$ cat config.mk
export PLATFORM = sky130hd
export DESIGN_NAME = fetch_sequencer
export DESIGN_NICKNAME = d
export VERILOG_FILES = /design/src/rtl/fetch_sequencer.sv
export SDC_FILE = /design/constraint.sdc
export NUM_CORES = 1
export LEC_CHECK = 0
export CORE_ASPECT_RATIO = 1.4
export CORE_MARGIN = 1
export CORE_UTILIZATION = 49
export CTS_BUF_LIST = sky130_fd_sc_hd__clkbuf_16
export DETAILED_ROUTE_END_ITERATION = 6
export PLACE_DENSITY = 0.91
export SLEW_MARGIN = 20
export SYNTH_ARGS = -nofsm -noshare
export SYNTH_HDL_FRONTEND = slang
export SYNTH_SLANG_ARGS = --single-unit
export TNS_END_PERCENT = 10
$ cat constraint.sdc
create_clock -name clk -period 2.9 [get_ports clk]
set_input_delay 0.58 -clock clk [delete_from_list [all_inputs] [get_ports clk]]
set_output_delay 0.58 -clock clk [all_outputs]
set_load 0.01 [all_outputs]
$ cat src/rtl/fetch_sequencer.sv
// fetch_sequencer: fetch PC owner, instruction-bus requester and F/D holding
// register for the MIPS core. Captured words are offered to Decode with a
// valid/ready handshake; branch/jump/exception redirects may arrive at any
// time, including while a bus transaction is still outstanding.
//
// Build option: define PC_ADEL_CHECK_EN to turn a misaligned fetch PC into an
// address-error bubble (d_adel=1) instead of a bus request. Without it, d_adel
// is tied low and the low two address bits are forced to zero on the bus.
//
// Handshakes:
//   ibus   : fetch_req/fetch_addr are held until the cycle fetch_ok is seen;
//            fetch_ok may arrive in the same cycle as the first request.
//   decode : d_valid/d_pc/d_instr are registered and held while d_valid=1 and
//            d_ready=0; the word is transferred in a cycle with both high. A
//            redirect in HOLD withdraws an unaccepted word.
`default_nettype none

module fetch_sequencer #(
    parameter logic [31:0] RESET_PC = 32'hbfc00000,
    parameter logic [31:0] PC_STEP  = 32'd4
) (
    input  logic        clk,
    input  logic        resetn,
    output logic        fetch_req,
    output logic [31:0] fetch_addr,
    input  logic        fetch_ok,
    input  logic [31:0] fetch_instr,
    input  logic        redirect_valid,
    input  logic [31:0] redirect_pc,
    output logic        d_valid,
    input  logic        d_ready,
    output logic [31:0] d_pc,
    output logic [31:0] d_instr,
    output logic        d_adel,
    output logic [1:0]  state_dbg
);

    typedef enum logic [1:0] {
        IDLE = 2'd0,   // one bubble after reset before the first request
        REQ  = 2'd1,   // request outstanding for pc_q
        DROP = 2'd2,   // request outstanding, but its word is stale (redirected)
        HOLD = 2'd3    // captured word offered to Decode
    } state_t;

    state_t      state_q;
    state_t      state_d;
    logic [31:0] pc_q;
    logic [31:0] pc_d;
    logic [31:0] pend_q;
    logic [31:0] pend_d;
    logic        load_word;
    logic        d_valid_q;
    logic [31:0] d_pc_q;
    logic [31:0] d_instr_q;

`ifdef PC_ADEL_CHECK_EN
    logic        misaligned;
    logic        load_adel;
    logic        d_adel_q;

    assign misaligned = (pc_q[1:0] != 2'b00);
`endif

    // State register, the only place the FSM state is updated
    always_ff @(posedge clk) begin
        if (!resetn) begin
            state_q <= IDLE;
        end else begin
            state_q <= state_d;
        end
    end

    // Next-state, PC/pending-target update and bus request decode
    always_comb begin
        state_d   = state_q;
        pc_d      = pc_q;
        pend_d    = pend_q;
        load_word = 1'b0;
        fetch_req = 1'b0;
`ifdef PC_ADEL_CHECK_EN
        load_adel = 1'b0;
`endif
        case (state_q)
            IDLE: begin
                state_d = REQ;
            end

            REQ: begin
`ifdef PC_ADEL_CHECK_EN
                if (misaligned) begin
                    // No bus cycle for a bad PC; a redirect in the same cycle
                    // takes precedence over raising the fault.
                    if (redirect_valid) begin
                        pc_d = redirect_pc;
                    end else begin
                        load_adel = 1'b1;
                        state_d   = HOLD;
                    end
                end else begin
`endif
                    fetch_req = 1'b1;
                    if (fetch_ok) begin
                        if (redirect_valid) begin
                            // Word arrived but is already on the wrong path.
                            pc_d = redirect_pc;
                        end else begin
                            load_word = 1'b1;
                            pc_d      = pc_q + PC_STEP;
                            state_d   = HOLD;
                        end
                    end else if (redirect_valid) begin
                        // Bus address must stay put until the response, so
                        // park the target and throw the response away later.
                        pend_d  = redirect_pc;
                        state_d = DROP;
                    end
`ifdef PC_ADEL_CHECK_EN
                end
`endif
            end

            DROP: begin
                fetch_req = 1'b1;
                if (fetch_ok) begin
                    pc_d    = redirect_valid ? redirect_pc : pend_q;
                    state_d = REQ;
                end else if (redirect_valid) begin
                    pend_d = redirect_pc;
                end
            end

            HOLD: begin
                if (redirect_valid) begin
                    // Accepted or not, the next fetch comes from the target.
                    pc_d    = redirect_pc;
                    state_d = REQ;
                end else if (d_ready) begin
                    state_d = REQ;
                end
            end

            default: begin
                state_d = IDLE;
            end
        endcase
    end

    // Fetch PC and pending redirect target
    always_ff @(posedge clk) begin
        if (!resetn) begin
            pc_q   <= RESET_PC;
            pend_q <= 32'h0;
        end else begin
            pc_q   <= pc_d;
            pend_q <= pend_d;
        end
    end

    // F/D holding register: d_valid follows HOLD, payload loads on capture
    always_ff @(posedge clk) begin
        if (!resetn) begin
            d_valid_q <= 1'b0;
            d_pc_q    <= 32'h0;
            d_instr_q <= 32'h0;
        end else begin
            d_valid_q <= (state_d == HOLD);
            if (load_word) begin
                d_pc_q    <= pc_q;
                d_instr_q <= fetch_instr;
            end
`ifdef PC_ADEL_CHECK_EN
            if (load_adel) begin
                d_pc_q    <= pc_q;
                d_instr_q <= 32'h0;
            end
`endif
        end
    end

`ifdef PC_ADEL_CHECK_EN
    // Address-error flag travels with the offered bubble only
    always_ff @(posedge clk) begin
        if (!resetn) begin
            d_adel_q <= 1'b0;
        end else if (load_adel) begin
            d_adel_q <= 1'b1;
        end else if (load_word || (state_d != HOLD)) begin
            d_adel_q <= 1'b0;
        end
    end

    assign d_adel     = d_adel_q;
    assign fetch_addr = pc_q;
`else
    assign d_adel     = 1'b0;
    assign fetch_addr = {pc_q[31:2], 2'b00};
`endif

    assign d_valid   = d_valid_q;
    assign d_pc      = d_pc_q;
    assign d_instr   = d_instr_q;
    assign state_dbg = state_q;

`ifndef SYNTHESIS
    // Bus address never moves while a request waits for its response.
    addr_stable_a: assert property (@(posedge clk)
        (resetn && fetch_req && !fetch_ok) |=> (!resetn || $stable(fetch_addr)));

    // An unaccepted, non-withdrawn offer stays exactly as it was.
    offer_stable_a: assert property (@(posedge clk)
        (resetn && d_valid && !d_ready && !redirect_valid) |=>
            (!resetn || (d_valid && $stable(d_pc) && $stable(d_instr))));
`endif

endmodule

`default_nettype wire

==> results.md <==
* Fmax at 388 MHz
* Type of element launching the critical path: flip-flop
* Number of warnings issued by yosys at 0
* Final critical-path share of the clock period at 88.8%
* Ratio of total power to cell area at 568 nW/µm²
* Clk Latency, worst-skew pair at 420 ps
* DIE AREA at 13200 µm²
* H-Tree Level Count at 4
* Number of cells traversed by the worst register-to-register path at 9
* Ports at 170
* FF+latch count, synth at 131
* Share of post-route cells with drive strength above 1 at 9.10%
* Clock Skew at 9.99 ps
* Synth-to-Final Area Change at 35.3%
* Setup total negative slack at 0 ps
* Min-Delay Path Depth at 2
* Post-route ant nets at 0
* Maximum number of pins on one net before global-route repair at 65
* Leakage power of the design at 2.96 nW
* Total standard cell area after synthesis at 6230 µm²
* Post-Syn Instances at 797
* Global-route wire length before repair at 29.8 mm
* Max-cap violations at 0
* CTS Root Buffer Type: sky130_fd_sc_hd__clkbuf_16
* CP Max Fanout at 17
* Number of sinks on the clock net at 131
* Post-CTS setup buffer count at 0
* Drt drc at 0
* Iteration-0 DRC Markers at 666
* Path type of the worst setup path: reg -> reg
* Type of the tightest min-delay check: reg -> reg
* Quantity of I/O buffers inserted on ports at 166
* Antenna violations before repair at 0
* Fin cells at 1084
* TritonCTS clock tree: yes
* Area occupied by multi-input gates at 3090 µm²
* Sequential standard cell area at 2620 µm²
* Actual slew at the worst max-slew pin at 935 ps
* Worst endpoint required time at 3260 ps
* Unrepaired setup endpoints after global routing: no
* Status: finished clean
* Drt pass-1 iters at 7
* Register area share after synthesis at 42.1%
* Post-DP HPWL at 13.1 mm
* Number of enable-type register cells in the synthesized netlist at 0
* Max Root-Sink Buffers at 2
* Total instance count after detailed placement at 1052
* Count of unique library cells instantiated by Yosys at 64
* Starting utilization of the core area at 50.4%
* CTS resizes at 0
* Gr ovfl total at 0
* Post-Syn Area per Cell at 7.82 µm²
* Clock-pin slew on the worst setup and hold paths at 60 ps
* Die H at 135 µm
* Antenna Diode Count at 0
* Number of buffers added to fix hold violations after cts at 0
* Number of inserted filler cells in the final layout at 933
* Cts bufs inserted at 17
* Nets at 997
* Detail-routed net length per standard cell at 17.4 µm
* CORE AREA at 12400 µm²
* Final number of max-transition violations at 0
* Most common flop cell mapped by yosys: sky130_fd_sc_hd__dfxtp_1
* Rel. slew slack at 37.6%
* Data arrival time of the worst path at 2930 ps
* Total number of vias at 6440
* Final number of hold-violating endpoints at 0
* Tot GR Track Use at 27.9%
* Worst ir drop on vdd at 0.000316 V
* Final weighted congestion in routability-driven placement at 0.966
* Final critical-path required period at 2580 ps
* Final count of negative-setup-slack endpoints at 0
* Routed wire length at 18.8 mm
* Via count of the first global-routing pass at 5981
* Horizontal die dimension at 97.3 µm
* Vias per Instance at 5.94
* Share of flip-flops with an asynchronous set or reset after synthesis at 0%
* Critical path endpoint category: flip-flop
* Row Count at 48
-- layout make-up --
cell class,count,share of cell area [%]
Clock buffer,17,5.04
Clock inverter,15,1.69
Inverter,11,0.504
Multi-Input combinational cell,564,36.6
Sequential cell,131,31.1
Tap cell,150,2.23
Timing Repair Buffer,196,22.8
-- power breakdown --
part           leakage, nW  switching (mW)  internal, mW
clock                0.271           0.792          1.25
sequential            1.06           0.112          1.89
combinational         1.62           0.379         0.366
total                 2.96            1.28          3.51
-- per-layer routing --
metal / up-vias / GRT usage (%) / routed length [µm]
li1: 3007 / - / -
met1: 2991 / 31.9 / 7090
met2: 374 / 49.1 / 9450
met3: 68 / 5.42 / 1550
met4: 0 / 14.9 / 758
met5: - / 0 / 0
-- cells in the mapped netlist, drive strengths merged, types with 7 or more instances --
cell | number | area (µm²)
a221oi | 12 | 105
o21ai | 28 | 140
nand3 | 18 | 90.1
a21oi | 116 | 581
buf | 46 | 329
a22o | 8 | 70.1
a22oi | 8 | 60.1
nor3 | 9 | 45.0
nor2 | 29 | 111
ha | 7 | 87.6
nand2 | 211 | 792
mux2 | 9 | 101
dfxtp | 131 | 2620
o211ai | 10 | 80.1
clkbuf | 47 | 178
nand4 | 15 | 109
inv | 9 | 33.8
nor4 | 8 | 98.9
-- kinds of logic after synthesis --
| family | synth area share, % |
|---|---|
| XOR/XNOR | 0.703 |
| AND/OR/NAND/NOR | 22.8 |
| AO/OA/AOI/OAI | 22.0 |
| flip-flops | 42.1 |
| adder cells (fa/ha/maj) | 1.40 |
| other | 0.0602 |
| multiplexers | 2.11 |
| buffers and inverters | 8.79 |
-- critical path: stages, from the launching register on --
cell	delay (ps)
sky130_fd_sc_hd__dfxtp_1	480
sky130_fd_sc_hd__inv_1	150
sky130_fd_sc_hd__ha_1	280
sky130_fd_sc_hd__buf_4	200
sky130_fd_sc_hd__or3_1	460
sky130_fd_sc_hd__buf_4	260
sky130_fd_sc_hd__nor3_1	230
sky130_fd_sc_hd__a221oi_1	90
sky130_fd_sc_hd__o22ai_1	230
sky130_fd_sc_hd__and2_1	140
-- registers in the layout, summed over array words and instances (netlist names) --
register / count
pend_q: 32
d_pc: 32
state_dbg: 2
d_valid: 1
pc_q: 32
d_instr: 32
-- per-stage QoR --
stage               cell area (µm²)  setup slack [ps]  total power [mW]  hold slack, ps  utilization [%]
floorplan                      6240               669              2.43             432                -
global placement               7870               317              2.74             441             63.6
detailed placement             7870               243              2.76             446             63.6
CTS                            8430               352              4.79             454             68.2
global route                   8430               183              4.96             465             68.2
finish                         8430               325              4.79             451             68.2
-- layout by cell type, fill, tap and decap left out, types with 10 or more instances in the layout --
| cell type | count |
|---|---|
| sky130_fd_sc_hd__buf_4 | 27 |
| sky130_fd_sc_hd__nand2_1 | 211 |
| sky130_fd_sc_hd__o21ai_0 | 28 |
| sky130_fd_sc_hd__inv_1 | 10 |
| sky130_fd_sc_hd__dfxtp_1 | 131 |
| sky130_fd_sc_hd__clkdlybuf4s50_1 | 166 |
| sky130_fd_sc_hd__nand3_1 | 17 |
| sky130_fd_sc_hd__clkbuf_16 | 17 |
| sky130_fd_sc_hd__nor2_1 | 27 |
| sky130_fd_sc_hd__a21oi_1 | 116 |
| sky130_fd_sc_hd__nand4_1 | 14 |
| sky130_fd_sc_hd__a221oi_1 | 12 |
-- final timing paths --
kind,startpoint,end,slack [ps]
min reg2reg,d_pc[6],d_pc[6],450
min,d_pc[6],d_pc[6],450
max reg2reg,state_dbg[0],pc_q[5],320
max,state_dbg[0],pc_q[5],320
Power figures use the tool's default switching activity.
